**src/rtl/voice_allocator.sv**
```systemverilog
// voice_allocator: accepts note-on/note-off commands, picks a voice slot
// (retrigger, free voice, or round-robin steal) and issues the matching
// register writes on a slow strobed byte bus.
//
// Ports:
//   Clock, Reset         rising-edge clock, synchronous active-high reset
//   NoteValid/NoteReady  command handshake (ready only while idle)
//   NoteOn/NoteKey/NoteIncr  command payload
//   BusAddress/BusWriteData/BusReadWrite/BusClock  voice register bus
//   VoiceActive          per-voice gate-open flags
module voice_allocator #(
  parameter int unsigned NUM_VOICES   = 4,
  parameter logic [15:0] VOICE_BASE   = 16'h0010,
  parameter logic [15:0] VOICE_STRIDE = 16'h0020,
  parameter int unsigned BUS_HALF     = 2
) (
  input  logic                  Clock,
  input  logic                  Reset,
  input  logic                  NoteValid,
  output logic                  NoteReady,
  input  logic                  NoteOn,
  input  logic [6:0]            NoteKey,
  input  logic [23:0]           NoteIncr,
  output logic [15:0]           BusAddress,
  output logic [7:0]            BusWriteData,
  output logic                  BusReadWrite,
  output logic                  BusClock,
  output logic [NUM_VOICES-1:0] VoiceActive
);

  localparam int unsigned VW = (NUM_VOICES > 1) ? $clog2(NUM_VOICES) : 1;
  localparam int unsigned CW = (BUS_HALF > 1) ? $clog2(BUS_HALF) : 1;

  typedef enum logic [1:0] {IDLE, LOOKUP, WR_HI, WR_LO} state_t;

  state_t          state_q, state_d;
  logic [CW-1:0]   cnt_q, cnt_d;
  logic [2:0]      cur_q, cur_d;     // write-list entry: 0 gate-off, 1..3 incr bytes, 4 gate-on
  logic [2:0]      last_q, last_d;
  logic [15:0]     base_q, base_d;
  logic [VW-1:0]   tgt_q, tgt_d;
  logic            cmd_on_q;
  logic [6:0]      cmd_key_q;
  logic [23:0]     cmd_incr_q;
  logic [VW-1:0]   steal_q;
  logic [6:0]      keys_q [NUM_VOICES];

  logic            accept, do_steal, write_done;
  logic [15:0]     addr_d;
  logic [7:0]      data_d;
  logic            rw_d, bclk_d;

  logic            match_hit, free_hit;
  logic [VW-1:0]   match_idx, free_idx;

  // Lowest-index active voice holding the command key, and lowest-index idle voice.
  always_comb begin
    match_hit = 1'b0;
    match_idx = '0;
    free_hit  = 1'b0;
    free_idx  = '0;
    for (int i = int'(NUM_VOICES) - 1; i >= 0; i--) begin
      if (VoiceActive[i] && (keys_q[i] == cmd_key_q)) begin
        match_hit = 1'b1;
        match_idx = VW'(i);
      end
      if (!VoiceActive[i]) begin
        free_hit = 1'b1;
        free_idx = VW'(i);
      end
    end
  end

  // Next state, write-list sequencing and next bus output values.
  always_comb begin
    state_d    = state_q;
    cnt_d      = cnt_q;
    cur_d      = cur_q;
    last_d     = last_q;
    base_d     = base_q;
    tgt_d      = tgt_q;
    accept     = 1'b0;
    do_steal   = 1'b0;
    write_done = 1'b0;
    addr_d     = '0;
    data_d     = '0;
    rw_d       = 1'b0;
    bclk_d     = 1'b0;

    case (state_q)
      IDLE: begin
        if (NoteValid && NoteReady) begin
          accept  = 1'b1;
          state_d = LOOKUP;
        end
      end
      LOOKUP: begin
        state_d = IDLE;
        cnt_d   = '0;
        if (cmd_on_q) begin
          state_d = WR_HI;
          cur_d   = 3'd1;
          last_d  = 3'd4;
          if (match_hit) begin
            tgt_d = match_idx;
            cur_d = 3'd0;
          end else if (free_hit) begin
            tgt_d = free_idx;
          end else begin
            tgt_d    = steal_q;
            cur_d    = 3'd0;
            do_steal = 1'b1;
          end
        end else if (match_hit) begin
          state_d = WR_HI;
          tgt_d   = match_idx;
          cur_d   = 3'd0;
          last_d  = 3'd0;
        end
        base_d = 16'(VOICE_BASE + 16'(tgt_d) * VOICE_STRIDE);
      end
      WR_HI: begin
        if (cnt_q == CW'(BUS_HALF - 1)) begin
          state_d = WR_LO;
          cnt_d   = '0;
        end else begin
          cnt_d = cnt_q + CW'(1);
        end
      end
      WR_LO: begin
        if (cnt_q == CW'(BUS_HALF - 1)) begin
          write_done = 1'b1;
          cnt_d      = '0;
          if (cur_q == last_q) begin
            state_d = IDLE;
          end else begin
            state_d = WR_HI;
            cur_d   = cur_q + 3'd1;
          end
        end else begin
          cnt_d = cnt_q + CW'(1);
        end
      end
      default: state_d = IDLE;
    endcase

    // Bus outputs are registered, so they follow the state being entered.
    if ((state_d == WR_HI) || (state_d == WR_LO)) begin
      rw_d   = 1'b1;
      bclk_d = (state_d == WR_HI);
      case (cur_d)
        3'd0:    begin addr_d = base_d;          data_d = 8'h00;              end
        3'd1:    begin addr_d = base_d + 16'd1;  data_d = cmd_incr_q[7:0];    end
        3'd2:    begin addr_d = base_d + 16'd2;  data_d = cmd_incr_q[15:8];   end
        3'd3:    begin addr_d = base_d + 16'd3;  data_d = cmd_incr_q[23:16];  end
        default: begin addr_d = base_d;          data_d = 8'h01;              end
      endcase
    end
  end

  // State, datapath and registered outputs.
  always_ff @(posedge Clock) begin
    if (Reset) begin
      state_q      <= IDLE;
      cnt_q        <= '0;
      cur_q        <= '0;
      last_q       <= '0;
      base_q       <= '0;
      tgt_q        <= '0;
      cmd_on_q     <= 1'b0;
      cmd_key_q    <= '0;
      cmd_incr_q   <= '0;
      steal_q      <= '0;
      for (int i = 0; i < int'(NUM_VOICES); i++) keys_q[i] <= '0;
      VoiceActive  <= '0;
      NoteReady    <= 1'b1;
      BusAddress   <= '0;
      BusWriteData <= '0;
      BusReadWrite <= 1'b0;
      BusClock     <= 1'b0;
    end else begin
      state_q      <= state_d;
      cnt_q        <= cnt_d;
      cur_q        <= cur_d;
      last_q       <= last_d;
      base_q       <= base_d;
      tgt_q        <= tgt_d;
      NoteReady    <= (state_d == IDLE);
      BusAddress   <= addr_d;
      BusWriteData <= data_d;
      BusReadWrite <= rw_d;
      BusClock     <= bclk_d;
      if (accept) begin
        cmd_on_q   <= NoteOn;
        cmd_key_q  <= NoteKey;
        cmd_incr_q <= NoteIncr;
      end
      if ((state_q == LOOKUP) && cmd_on_q) keys_q[tgt_d] <= cmd_key_q;
      if (do_steal) steal_q <= (steal_q == VW'(NUM_VOICES - 1)) ? '0 : steal_q + VW'(1);
      // Gate flag follows the completed Gate register write.
      if (write_done && (cur_q == 3'd0)) VoiceActive[tgt_q] <= 1'b0;
      if (write_done && (cur_q == 3'd4)) VoiceActive[tgt_q] <= 1'b1;
    end
  end

endmodule

```
**config.mk**
```make
export PLATFORM = sky130hd
export DESIGN_NAME = voice_allocator
export DESIGN_NICKNAME = d
export VERILOG_FILES = /design/src/rtl/voice_allocator.sv
export SDC_FILE = /design/constraint.sdc
export NUM_CORES = 1
export LEC_CHECK = 0
export ABC_CLOCK_PERIOD_IN_PS = 4500
export BUFFER_PORTS_ARGS = -buffer_cell sky130_fd_sc_hd__buf_2
export CAP_MARGIN = 5
export CORE_AREA = 2 2 112 114
export CTS_CLUSTER_SIZE = 30
export DETAILED_ROUTE_END_ITERATION = 12
export DIE_AREA = 0 0 114 116
export PLACE_DENSITY = 0.61
export SYNTH_ARGS = -nofsm -noshare
export SYNTH_HDL_FRONTEND = slang
export SYNTH_SLANG_ARGS = --single-unit
```
**constraint.sdc**
```tcl
create_clock -name Clock -period 4.5 [get_ports Clock]
set_input_delay 0.675 -clock Clock [delete_from_list [all_inputs] [get_ports Clock]]
set_output_delay 0.675 -clock Clock [all_outputs]
set_load 0.05 [all_outputs]
```
== Yosys cells after proc, flatten, opt, wreduce, memory -nomap -nowiden ==
Memories as Yosys holds them, arrays and structs flattened.
Index checks and enable logic that the tools add are counted.
Storage, ports and cells
  bits in read-only memories: 0
  bits in writable memories: 28
  bits of input ports: 35
  register bits: 92
  bits in latches: 0
  memories kept: 1
Cells by class
  div/mod/pow operators: 0
  reduce and logical (&&, ||, !) cells: 20
  add/sub/neg operators: 7
  $lt $le $gt $ge: 2
  bitwise logic cells: 4
  shifts and indexed selects: 0
  $mul: 0
  muxes and demuxes: 66
  equality and inequality tests: 15
Memory list
  keys_q: depth 4, width 7, rd ports 4, clocked after memory_dff 0, write ports 4, line 46  | logic [6:0] keys_q [NUM_VOICES];
Operators by type and width (count)
  $pmux 16 s3: 1
  $mux 2: 22
  $add 16x2->16 const B: 2
  $pmux 8 s4: 1
  $eq 7x7->1: 4
  $mux 1: 27
  $mux 3: 6
  $add 16x1->16 const B: 1
  $mux 16: 1
  $mux 4: 3
  $eq 2x2->1 const B: 5
  $logic_and 1x1->1: 9
  $add 5x7->8 const A: 1
  $pmux 2 s4: 1
  $mux 7: 1
  $reduce_or 7->1: 1
  $eq 3x2->1 const B: 2
  $logic_not 3->1: 2
  $pmux 3 s2: 1
  $and 4x4->4: 1
  $logic_not 2->1: 2
  $not 4->4: 1
  $or 4x4->4: 1
  $reduce_bool 2->1: 2
  other kinds (15): 16

== Depth between registers and ports, before layout ==
An unclocked memory read counts as a cell.
  depth after elaboration: 14
  mapped depth: 17
  gate-level depth less buffers: 17

== Worst setup path before layout ==
OpenSTA, ideal clock, no wires.
  path kind: reg2reg
  start point: reg cur_q[0]
  end point: reg BusAddress[8]
  setup slack: 0.871 ns
  stages on the path, launching flop included: 16
  period minus slack after synthesis: 3.629 ns
  arrival time: 3.559 ns
  required time: 4.430 ns
  path through: dfxtp_1 -> inv_1 -> ha_1 -> a21oi_1 -> xnor2_1 -> a221oi_1 -> a21o_1 -> clkbuf_1 -> nand2_1 -> nor2_1 -> inv_1 -> fa_1 -> nand3b_1 -> mux2_4 -> or4_1 -> a21oi_1
Between the ends
  longest elaborated chain between the ends: 8
  elaborated cells on any way between the ends: 19
  classes of those cells: 1 x add/sub; 6 x eq/ne; 9 x mux; 1 x bitwise; 2 x reduce/logical
Ends and longest elaborated chain
  start, declared: line 38  | logic [2:0] cur_q, cur_d;
  start signal, assigned: line 184  | cur_q <= cur_d;
  parallel branches: the longest is 8 deep, another holds $add 3x1->3
  end signal, assigned: line 189  | BusAddress <= addr_d;
  end, declared: line 24  | output logic [15:0] BusAddress,
Several ways; the timed one is not identified.
A chain may end at the register's enable or synchronous reset.

== Final worst setup path ==
  start point: reg cmd_key_q[2]
  end point: reg BusAddress[8]
Between the ends
  longest elaborated chain between the ends: 13
  elaborated cells on any way between the ends: 41
  classes of those cells: 4 x add/sub; 9 x eq/ne; 21 x mux; 1 x bitwise; 6 x reduce/logical
Ends and longest elaborated chain
  start, declared: line 43  | logic [6:0] cmd_key_q;
  start signal, assigned: line 195  | cmd_key_q <= NoteKey;
  $eq 7x7->1: line 63  | if (VoiceActive[i] && (keys_q[i] == cmd_key_q)) begin
  $logic_and 1x1->1: line 63
  $mux 2 or $mux 1 (tied branches) (4 in a row): line 63
  $mux 2 (on tied branches): line 114, 104
  $mux 2: line 100  | if (cmd_on_q) begin
  $mux 2 or $pmux 2 s4 (tied branches): line 90  | case (state_q)
  $add 5x7->8 or $eq 2x2->1 (tied branches): line 120, 148
  $mux 16 or $logic_or 1x1->1 (tied branches): line 90, 148
  $add 16x2->16 (tied with other cells): line 155  | 3'd3: begin addr_d = base_d + 16'd3; data_d = cmd_incr_q[23:16]; end
  $pmux 16 s3 or $reduce_or 2->1 (tied branches)
Several ways; a longest one is shown, not always the timed one. The select of a mux whose other input is x is not followed.

==> run_results.csv <==
group,metric,value,unit
placement,hpwlAfterDp,8568,µm
clock_network,cts_root_buffer,"clkbuf_16",
worst_setup_path,path_buf_inv,2,
logic_synthesis,synth_flop_cell,"dfxtp_1",
power_and_ir_drop,p_comb_frac,0.078,
worst_setup_path,endpoint_kind,"flop",
worst_setup_path,crit_path_start_kind,"flop",
floorplan,die_h,116,µm
sta,fmax,265.9,MHz
clock_network,clk_latency,420,ps
sta,fin_ws,739.4,ps
global_routing,grt_first_pass_wirelength,20080,µm
placement,pre_cts_slack,813.5,ps
global_routing,grt_max_degree,39,
clock_network,hold_buffers,0,
power_and_ir_drop,p_sw_frac,0.2248,
hold_path,hold_end,"cmd_incr_q[17]",
logic_synthesis,synth_nets,625,
power_and_ir_drop,power_density,430.0,nW/µm²
layout,final_common_cell,"nand2_1",
logic_synthesis,async_flop_share,0,
layout,n_antenna_cell,0,
detailed_routing,num_vias,4207,
clock_network,cts.clk_slew.worst_paths,50,ps
worst_setup_path,ff2ff_setup_slack,740,ps
power_and_ir_drop,pwr-share-clk,0.501,
clock_network,cts_made_buffers,17,
logic_synthesis,synth.avg_cell_area,9.127,µm²
detailed_routing,avgRoutedWirePerCell,15.13,µm
sta,maxSlewHeadroom,0.2366,
power_and_ir_drop,p_leak,2.508,nW
floorplan,core_area,11910,µm²
worst_setup_path,r2r-start,"cmd_key_q[2]",
outcome,status,"complete, no violations",
logic_synthesis,synth_xor_area_frac,0.05751,
placement,gp_congestion,0.8428,
logic_synthesis,synth-warning-count,0,
logic_synthesis,synthAdderAreaFrac,0.01549,
sta,drv_slew,0,
power_and_ir_drop,vdd_drop_max,292.6,µV
power_and_ir_drop,finalPower,2.740,mW
floorplan,die_area,13220,µm²
logic_synthesis,synth_top_family_by_area,"simple AND/OR/NAND/NOR gates",
floorplan,initial_core_util,0.4475,
hold_path,holdPathStages,2,
worst_setup_path,crit_fanout,9,
sta,fin_tns_setup,0,ps
clock_network,cts.sinks,118,
detailed_routing,via_per_inst,5.246,
logic_synthesis,netlist_instances,584,
global_routing,grt_overflow_total,0,
clock_network,cts_tree,"built",
sta,whs,451.9,ps
layout,layout_common_cells,"nand2_1 (99), dfxtp_1 (90), buf_2 (65), a21oi_1 (54), nor2_1 (49)",
worst_setup_path,max_stage_delay,530,ps
clock_network,htreeDepth,4,
global_routing,track_usage,0.1976,
sta,setup_viol,0,
worst_setup_path,cp.arrival,4090,ps
detailed_routing,wl,12130,µm
sta,min_period,3761,ps
floorplan,num_rows,40,
logic_synthesis,synth.area.mux_share,0.03099,
power_and_ir_drop,p_int,2.124,mW
detailed_routing,drt_pass1_iterations,4,
worst_setup_path,crit_type,"reg -> reg",
hold_path,hp-start,"cmd_incr_q[17]",
logic_synthesis,yosys.area_share.simple,0.2331,
detailed_routing,drc,0,
hold_path,min_path_type,"reg -> reg",
layout,drive_gt1_frac,0.1740,
clock_network,cts_setup_buffers,0,
sta,final.setup_skew,9.383,ps
detailed_routing,drtIter0Drc,144,
sta,rsz0062_at_grt,"false",
layout,areaGrowthSynthToFinish,19.58,%
detailed_routing,ant_nets,0,
global_routing,antenna_found_initial,0,
logic_synthesis,synth_edf_count,28,
worst_setup_path,reg2reg_depth,14,
worst_setup_path,critical-path-top-delay-family,"simple AND/OR/NAND/NOR gates",
sta,fin_crit_sh,0.8357,
clock_network,clock_path_buffers,2,
job,cap_violations,0,
sta,worstMarginPinSlew,1145,ps
power_and_ir_drop,p_sw,0.6159,mW
worst_setup_path,timing.rr.end,"BusAddress[8]",
logic_synthesis,yosysSeqAreaShare,0.4958,
floorplan,die_width,114,µm
logic_synthesis,synth_compound_gate_area_share,0.1291,
layout,final_nets,684,
logic_synthesis,ys_ff_latch,118,
global_routing,grt_pass1_vias,4171,
clock_network,ctsResizeCount,0,
power_and_ir_drop,sequentialPowerShare,0.421,
sta,hold_viol_final,0,
worst_setup_path,critical_path_required,4830,ps
worst_setup_path,worstPathCellList,"xor2_1 > nor4_2 > nand4_1 > nor4b_4 > a31oi_1 > buf_4 > nand2_1 > nor2_1 > inv_1 > fa_1 > nand3b_1 > mux2_4 > or4_1 > a21oi_1",
placement,io_buffers,65,
floorplan,pin_count,66,
logic_synthesis,netlist_area,5330,µm²
logic_synthesis,synthDistinctLibCells,59,
worst_setup_path,cp_slowest_cell,"dfxtp_1",
state kept, by name, indices dropped and copies added (netlist names):
name / count
BusWriteData: 8
steal_q: 2
keys_q: 28
NoteReady: 1
cmd_incr_q: 24
cmd_on_q: 1
base_q: 16
BusReadWrite: 1
state_q: 2
BusClock: 1
tgt_q: 2
VoiceActive: 4
cmd_key_q: 7
cur_q: 3
BusAddress: 16
cnt_q: 1
last_q: 1
cell families after synthesis:
family | after synthesis
AND/OR/NAND/NOR | 253
flip-flops | 118
AO/OA/AOI/OAI | 108
buffers and inverters | 48
XOR/XNOR | 35
multiplexers | 16
adder cells (fa/ha/maj) | 6
area by class of cell:
cell class	count	area, µm²
clock inverter	7	87.58
multi-input combinational	418	2485
fill	1096	5538
timing repair buffer	75	400.4
tap	147	183.9
clock buffer	24	525.5
inverter	13	48.80
sequential	118	2643
worst max path at each step:
stage,startpoint,to,slack [ps],cells after the start
3_3_place_gp,cmd_key_q[1],BusAddress[8],930,14
6_report,cmd_key_q[2],BusAddress[8],740,14
5_1_grt,cmd_key_q[2],BusAddress[8],350,14
3_5_place_dp,cmd_key_q[1],BusAddress[8],810,14
2_1_floorplan,cur_q[0],BusAddress[8],870,15
4_1_cts,cmd_key_q[2],BusAddress[8],780,14
metrics by stage:
step / instance area, µm² / utilization / std cells
floorplan: 5330 / - / 584
global placement: 5761 / 0.4836 / 771
detailed placement: 5761 / 0.4836 / 771
CTS: 6374 / 0.5351 / 802
global route: 6374 / 0.5351 / 802
finish: 6374 / 0.5351 / 802
power by group through the flow:
stage               Clock, mW  Sequential [mW]  Combinational [mW]
floorplan                   0             1.16               0.173
global placement            0             1.17               0.214
detailed placement          0             1.18               0.215
CTS                      1.40             1.15               0.216
global route             1.45             1.16               0.239
finish                   1.37             1.15               0.215
synth_stat cells (6+ instances only):
library cell | count | area share
a21oi_1 | 54 | 0.051
a2bb2oi_1 | 8 | 0.013
and2_1 | 38 | 0.045
and3_1 | 6 | 0.0070
buf_2 | 9 | 0.0085
clkbuf_1 | 23 | 0.016
dfxtp_1 | 90 | 0.34
edfxtp_1 | 28 | 0.16
inv_1 | 13 | 0.0092
mux2i_1 | 15 | 0.028
nand2_1 | 99 | 0.070
nand3_1 | 8 | 0.0075
nand4_1 | 9 | 0.011
nor2_1 | 49 | 0.035
nor2b_1 | 9 | 0.011
nor3_1 | 10 | 0.0094
o21ai_0 | 9 | 0.0085
xnor2_1 | 28 | 0.046
xor2_1 | 7 | 0.012
worst min-delay path: cells and delay by family, from the launching register on:
kind	cells	cell delay [ps]
DFF	1	300
and+or+nand+nor	1	50
AOI/OAI and AO/OA	1	50
per-layer routing:
metal | GRT usage | vias to the layer above | share of wire
met1 | 0.2537 | 1954 | 0.47
met3 | 0.06381 | 18 | 0.059
met2 | 0.3095 | 111 | 0.46
met4 | 0.08130 | 0 | 0.016
met5 | 0 | - | 0
li1 | - | 2124 | -
Power figures use the tool's default switching activity.
